**src/rtl/regwrite_arbiter.sv**
```systemverilog
// -----------------------------------------------------------------------------
// regwrite_arbiter
//
// Merges two writeback requesters (A = ALU, B = load unit) onto the single
// write port of RegMem. One request is accepted per cycle, ties are settled
// round-robin, and the accepted write is registered and shown to RegMem one
// cycle later. While that write is in flight, decode can pick its value up
// through the forwarding outputs before RegMem commits it.
//
// Ports:
//   i_clock, i_reset            clock and synchronous active-high reset
//   i_a_* / o_a_ready           port A request (valid/addr/val) and grant
//   i_b_* / o_b_ready           port B request (valid/addr/val) and grant
//   i_hold                      suppresses every grant this cycle
//   i_reg1_addr, i_reg2_addr    decode read addresses for the forwarding compare
//   o_regW_en/addr/val          registered write to RegMem
//   o_fwd1, o_fwd2, o_fwd_val   forwarding match flags and in-flight data
//   o_conflicts                 saturating count of unheld contention cycles
// -----------------------------------------------------------------------------
module regwrite_arbiter #(
    parameter int ADDR_W       = 5,
    parameter int DATA_W       = 32,
    parameter bit ZERO_DISCARD = 1'b1,
    parameter int CNT_W        = 16
) (
    input  logic              i_clock,
    input  logic              i_reset,

    input  logic              i_a_valid,
    input  logic [ADDR_W-1:0] i_a_addr,
    input  logic [DATA_W-1:0] i_a_val,
    output logic              o_a_ready,

    input  logic              i_b_valid,
    input  logic [ADDR_W-1:0] i_b_addr,
    input  logic [DATA_W-1:0] i_b_val,
    output logic              o_b_ready,

    input  logic              i_hold,

    input  logic [ADDR_W-1:0] i_reg1_addr,
    input  logic [ADDR_W-1:0] i_reg2_addr,

    output logic              o_regW_en,
    output logic [ADDR_W-1:0] o_regW_addr,
    output logic [DATA_W-1:0] o_regW_val,

    output logic              o_fwd1,
    output logic              o_fwd2,
    output logic [DATA_W-1:0] o_fwd_val,

    output logic [CNT_W-1:0]  o_conflicts
);

    // last_grant encoding: which port won the most recent grant.
    typedef enum logic {
        GRANT_A = 1'b0,
        GRANT_B = 1'b1
    } grant_e;

    // Registered state.
    logic              regw_en_q,   regw_en_d;
    logic [ADDR_W-1:0] regw_addr_q, regw_addr_d;
    logic [DATA_W-1:0] regw_val_q,  regw_val_d;
    grant_e            last_grant_q, last_grant_d;
    logic [CNT_W-1:0]  conflicts_q, conflicts_d;

    // Combinational grants.
    logic grant_a;
    logic grant_b;
    logic contention;
    logic [ADDR_W-1:0] sel_addr;
    logic [DATA_W-1:0] sel_val;

    // NOTE: every signal assigned in an always_comb gets a default at the top
    // of the block, so no path can leave it unassigned and infer a latch.
    always_comb begin
        grant_a      = 1'b0;
        grant_b      = 1'b0;
        sel_addr     = i_a_addr;
        sel_val      = i_a_val;
        regw_en_d    = 1'b0;
        regw_addr_d  = regw_addr_q;
        regw_val_d   = regw_val_q;
        last_grant_d = last_grant_q;
        conflicts_d  = conflicts_q;

        // Both valid: A wins only when B had the previous grant.
        // Reset gates the grants too, so nothing is accepted during reset.
        contention = i_a_valid & i_b_valid & ~i_hold;
        if (!i_reset && !i_hold) begin
            grant_a = i_a_valid & (~i_b_valid | (last_grant_q == GRANT_B));
            grant_b = i_b_valid & (~i_a_valid | (last_grant_q == GRANT_A));
        end

        if (grant_b) begin
            sel_addr = i_b_addr;
            sel_val  = i_b_val;
        end

        // Stage register: load on a grant, otherwise drop enable and hold
        // address/data so the forwarding value stays stable.
        if (grant_a || grant_b) begin
            regw_addr_d  = sel_addr;
            regw_val_d   = sel_val;
            regw_en_d    = !(ZERO_DISCARD && (sel_addr == '0));
            last_grant_d = grant_b ? GRANT_B : GRANT_A;
        end

        // Saturating contention counter.
        if (contention && !(&conflicts_q)) begin
            conflicts_d = conflicts_q + 1'b1;
        end
    end

    // NOTE: state registers use non-blocking assignments so every flop samples
    // its _d value from before the edge, regardless of statement order.
    always_ff @(posedge i_clock) begin
        if (i_reset) begin
            regw_en_q    <= 1'b0;
            regw_addr_q  <= '0;
            regw_val_q   <= '0;
            last_grant_q <= GRANT_B;
            conflicts_q  <= '0;
        end else begin
            regw_en_q    <= regw_en_d;
            regw_addr_q  <= regw_addr_d;
            regw_val_q   <= regw_val_d;
            last_grant_q <= last_grant_d;
            conflicts_q  <= conflicts_d;
        end
    end

    assign o_a_ready   = grant_a;
    assign o_b_ready   = grant_b;

    assign o_regW_en   = regw_en_q;
    assign o_regW_addr = regw_addr_q;
    assign o_regW_val  = regw_val_q;

    // A discarded address-0 write leaves regw_en_q low, so it never forwards.
    assign o_fwd1      = regw_en_q & (i_reg1_addr == regw_addr_q);
    assign o_fwd2      = regw_en_q & (i_reg2_addr == regw_addr_q);
    assign o_fwd_val   = regw_val_q;

    assign o_conflicts = conflicts_q;

endmodule

```
**config.mk**
```make
export PLATFORM = sky130hd
export DESIGN_NAME = regwrite_arbiter
export DESIGN_NICKNAME = d
export VERILOG_FILES = /design/src/rtl/regwrite_arbiter.sv
export SDC_FILE = /design/constraint.sdc
export NUM_CORES = 1
export LEC_CHECK = 0
export BUFFER_PORTS_ARGS = -buffer_cell sky130_fd_sc_hd__buf_2
export CAP_MARGIN = 5
export CORE_AREA = 2 2 106 108
export DETAILED_ROUTE_END_ITERATION = 8
export DIE_AREA = 0 0 108 110
export SLEW_MARGIN = 20
export SYNTH_ARGS = -nofsm -noshare
export SYNTH_HDL_FRONTEND = slang
export SYNTH_SLANG_ARGS = --single-unit
```
**constraint.sdc**
```tcl
create_clock -name i_clock -period 3.65 [get_ports i_clock]
set_input_delay 0.365 -clock i_clock [delete_from_list [all_inputs] [get_ports i_clock]]
set_output_delay 0.365 -clock i_clock [all_outputs]
set_load 0.05 [all_outputs]
```
Word-level counts from Yosys, hierarchy flattened
Cells that the tools add are included.
- $add $sub $neg: 1
- equality and inequality tests: 2
- multiplexer cells: 5
- bitwise logic cells: 13
- reduce and logical (&&, ||, !) cells: 10
- operators with widths (cell ; count):
    $mux W32 ; 1
    $add A16 B1 Y16 const B ; 1
    $reduce_and A16 Y1 ; 1
    $eq A5 B5 Y1 ; 2
    $and A1 B1 Y1 ; 6
    $logic_not A5 Y1 ; 1
    $mux W5 ; 1
    $not A1 Y1 ; 5
    $logic_not A1 Y1 ; 4
    $mux W1 ; 3
    $logic_and A1 B1 Y1 ; 2
    $or A1 B1 Y1 ; 2
    $reduce_or A2 Y1 ; 1
    $logic_or A1 B1 Y1 ; 1
- register bits: 55
- input port bits: 89
- output and inout bits: 90
- word-level logic and storage cells: 36

Depth between registers and ports, before layout
- depth after elaboration: 7
- gate-level depth with buffers: 7
- depth with buffers taken out: 5

Worst setup path after synthesis
No wires, ideal clock.
- path type: register -> register
- from: register conflicts_q[0] (netlist: o_conflicts[0])
- to: register conflicts_q[13] (netlist: o_conflicts[13])
- library setup time: 123 ps
- arrival time: 1826 ps
- required time: 3527 ps
- slack: 1700 ps
- cell stages (with the launch flop): 6
- path buffers: 0
- clock period less this slack: 1950 ps
- cell sequence: dfxtp_1 ha_1 nand3_1 nor4_2 nor4_1 mux2_1
- longest elaborated chain between the ends: 3
- elaborated cells between the ends (all ways): 4
- those cells by class: add/sub: 1; reduce/logical: 3
- ends and longest elaborated chain (what ; RTL line ; RTL):
    start: declaration ; 66 ; logic [CNT_W-1:0] conflicts_q, conflicts_d;
    start signal: assignment ; 130 ; conflicts_q <= conflicts_d;
    parallel branches: the longest is 3 deep, another holds $add A16 B1 Y16 ; - ;
Parallel ways; which one is timed is not known.
A chain may end at the register's enable or synchronous reset.

Worst setup path after layout
- from: register regw_addr_q[3] (netlist: o_regW_addr[3])
- to: output o_fwd2
- longest elaborated chain between the ends: 2
- ends and longest elaborated chain (what ; RTL line ; RTL):
    start: declaration ; 63 ; logic [ADDR_W-1:0] regw_addr_q, regw_addr_d;
    start signal: assignment ; 127 ; regw_addr_q <= regw_addr_d;
    $eq A5 B5 Y1 ; 143 ; assign o_fwd2 = regw_en_q & (i_reg2_addr == regw_addr_q);
    $and A1 B1 Y1 ; 143 ;
    end: declaration ; 49 ; output logic o_fwd2,
No other way between the ends.

==> flow_metrics.tcl <==
set metrics [dict create \
    n_antenna_cell 0 \
    cts_buffers 5 \
    drive_gt1_share_pct 43.45 \
    synth_compound_area_share_pct 16.02 \
    grt_max_degree 57 \
    worst_path_max_delay_cell "nor4_1" \
    ys_types 43 \
    synth-seq-cells 55 \
    port_buffers 178 \
    cap_viol_max_count 0 \
    seq_area_mm2 0.001101 \
    crit_path_max_fanout 4 \
    syn_area_per_cell_um2 9.199 \
    use_met2_pct 26.37 \
    slew_viol_final 0 \
    path_buf_inv 1 \
    seq_area_frac_synth_pct 37.29 \
    hold_path.class "in -> reg" \
    cts-root-buf "clkbuf_8" \
    busiest_layer "met2" \
    crit_path_max_incr_delay_ns 0.53 \
    drtIter0Drc 84 \
    synthTopCellsByArea "dfxtp_1 37%, mux2i_1 13%, a211oi_1 9.7%" \
    multi_input_area_mm2 0.001501 \
    grt_pass1_wl_um 13460 \
    cts_tree "yes" \
    fin_tns_setup_ns 0 \
    cp-end-kind "output port" \
    hold_viol_final 0 \
    htree_levels 2 \
    clockBufferDepth 2 \
    ant_nets 0 \
    setup_viol 0 \
    drtPass1Iterations 4 \
    status "completed" \
    fillers 1140 \
    wl_per_cell_um 14.60 \
    synth_top_family_by_area "simple AND/OR/NAND/NOR gates" \
    worstMarginPinSlew_ns 0.7110 \
    cts.clk_slew.worst_paths_ns 0.11 \
    row_count 38 \
    yosys.area_share.xor_xnor_pct 3.559 \
    ios 179 \
    die_area_mm2 0.01188 \
    grt_pass1_vias 2610 \
    synthArstFlopShare_pct 0 \
    grt_antenna_before_repair 0 \
    min_period_ns 2.287 \
    via_count 2816 \
    ir_drop_mv 0.1484 \
    synth_cells 321 \
    hpwlAfterDp_um 6723 \
    synth_fa_ha_area_share_pct 0.4237 \
    grtUsageTotal_pct 14.45 \
    yosysTopAreaCellShare_pct 37.29 \
    rsz0062_at_grt "no" \
    grt_overflow 0 \
    yosys.cell_count.top_type "dfxtp_1" \
    syn_to_final_growth_pct 29.49 \
    critical_path.top_delay_family "simple AND/OR/NAND/NOR gates" \
    fmax_mhz 437.3 \
    hold_ws_ns 0.3275 \
    grt_use_met3_pct 3.998 \
    synth_simple_gate_area_share_pct 17.50 \
    fin_nets 548 \
    synth-warning-count 0 \
    syn_area_mm2 0.002953 \
    synth_flop_cell "dfxtp_1" \
    critical_path.startpoint_type "flop" \
    place.gp.congestion 0.8505 \
    synth.largest_area_cell "dfxtp_1" \
    drcViolationCount 0 \
    viasPerCell 4.709 \
    fin_crit_sh_pct 62.65 \
    required_ns 3.28 \
    dieWidth_um 108 \
    synth.area.mux_share_pct 13.26 \
    fp.dieH_um 110 \
    finClkSkew_ns 0.009333 \
    cts_setup_buffers 0 \
    ys_top_cells_by_count "55 x dfxtp_1, 45 x nor2_1, 38 x a211oi_1, 38 x mux2i_1, 34 x buf_4" \
    p_leak_nw 2.062 \
    drt-total-wl_um 8728 \
    path_cells "xor2_1 -> nor4_1 -> and3_1 -> buf_2" \
    core-area_mm2 0.01070 \
    post_cts_resize_count 0 \
    insertion_delay_ns 0.31 \
    clock_sinks 55 \
    p_per_area_mw_per_mm2 376.2 \
    crit_arrival_ns 1.92 \
    use_met1_pct 17.17 \
    start_util_pct 27.60 \
    relSlewSlack_pct 52.60 \
    ctsHoldBuffers 0 \
    syn-num-nets 411 \
    worstSetupPathType "reg -> out" \
    synth_edf_count 0 \
]
## area by class of cell
cell class	count	area share [%]
Sequential cell	55	28.80
Timing Repair Buffer	182	24.08
Multi-Input combinational cell	209	39.27
Clock inverter	2	0.9817
Clock buffer	5	1.800
Inverter	5	0.4908
Tap cell	140	4.581
## path summary, 6_finish.rpt
check / from / to / slack, ns / cells after the start
max: o_regW_addr[3] / o_fwd2 / 1.36 / 4
min: i_b_val[28] / o_fwd_val[28] / 0.33 / 3
max reg2reg: last_grant_q / o_fwd_val[9] / 1.75 / 4
min reg2reg: o_conflicts[14] / o_conflicts[14] / 0.55 / 1
## report_power, final
group	internal (mW)	switching, mW	total (mW)
registers	0.629	0.0261	0.655
clock network	0.201	0.205	0.407
logic	0.111	0.266	0.377
total	0.941	0.498	1.44
## tightest hold or removal path, cell delays in order
cell and delay, ns:
buf_2 0.10, nor2_1 0.09, a211oi_1 0.05
## kinds of logic (layout without fill, tap and decap cells)
| kind of cell | after synthesis | after routing |
|---|---|---|
| buf+inv | 57 | 194 |
| xor+xnor | 12 | 12 |
| flops | 55 | 55 |
| compound gates | 65 | 65 |
| fa+ha+maj | 1 | 1 |
| mux | 39 | 39 |
| simple gates | 92 | 92 |
## metal layers
metal	routed length [µm]	vias up
li1	-	1409
met1	3619	1292
met2	4401	110
met3	660	5
met4	46	0
met5	0	-
## registers in the layout, indices dropped and copies added (netlist names)
| name | cells |
|---|---|
| last_grant_q | 1 |
| o_conflicts | 16 |
| o_regW_addr | 5 |
| o_regW_en | 1 |
| o_fwd_val | 32 |
## metrics by stage
stage	power [mW]	instances	setup slack, ns	cell area [µm²]	utilization [%]
floorplan	0.9585	321	1.700	2953	-
global placement	1.047	591	1.509	3717	34.75
detailed placement	1.049	591	1.414	3717	34.75
CTS	1.456	598	1.298	3824	35.74
global route	1.498	598	1.289	3824	35.74
finish	1.439	598	1.363	3824	35.74
## cell usage in the layout (no fill, tap or decap), types with 6 or more instances in the layout
cell      instances
a21oi_1          10
mux2i_1          38
dfxtp_1          55
nor2_1           45
buf_2           178
xor2_1           10
or3_1             6
a211oi_1         38
No activity file was read; power rests on OpenSTA's default activity.
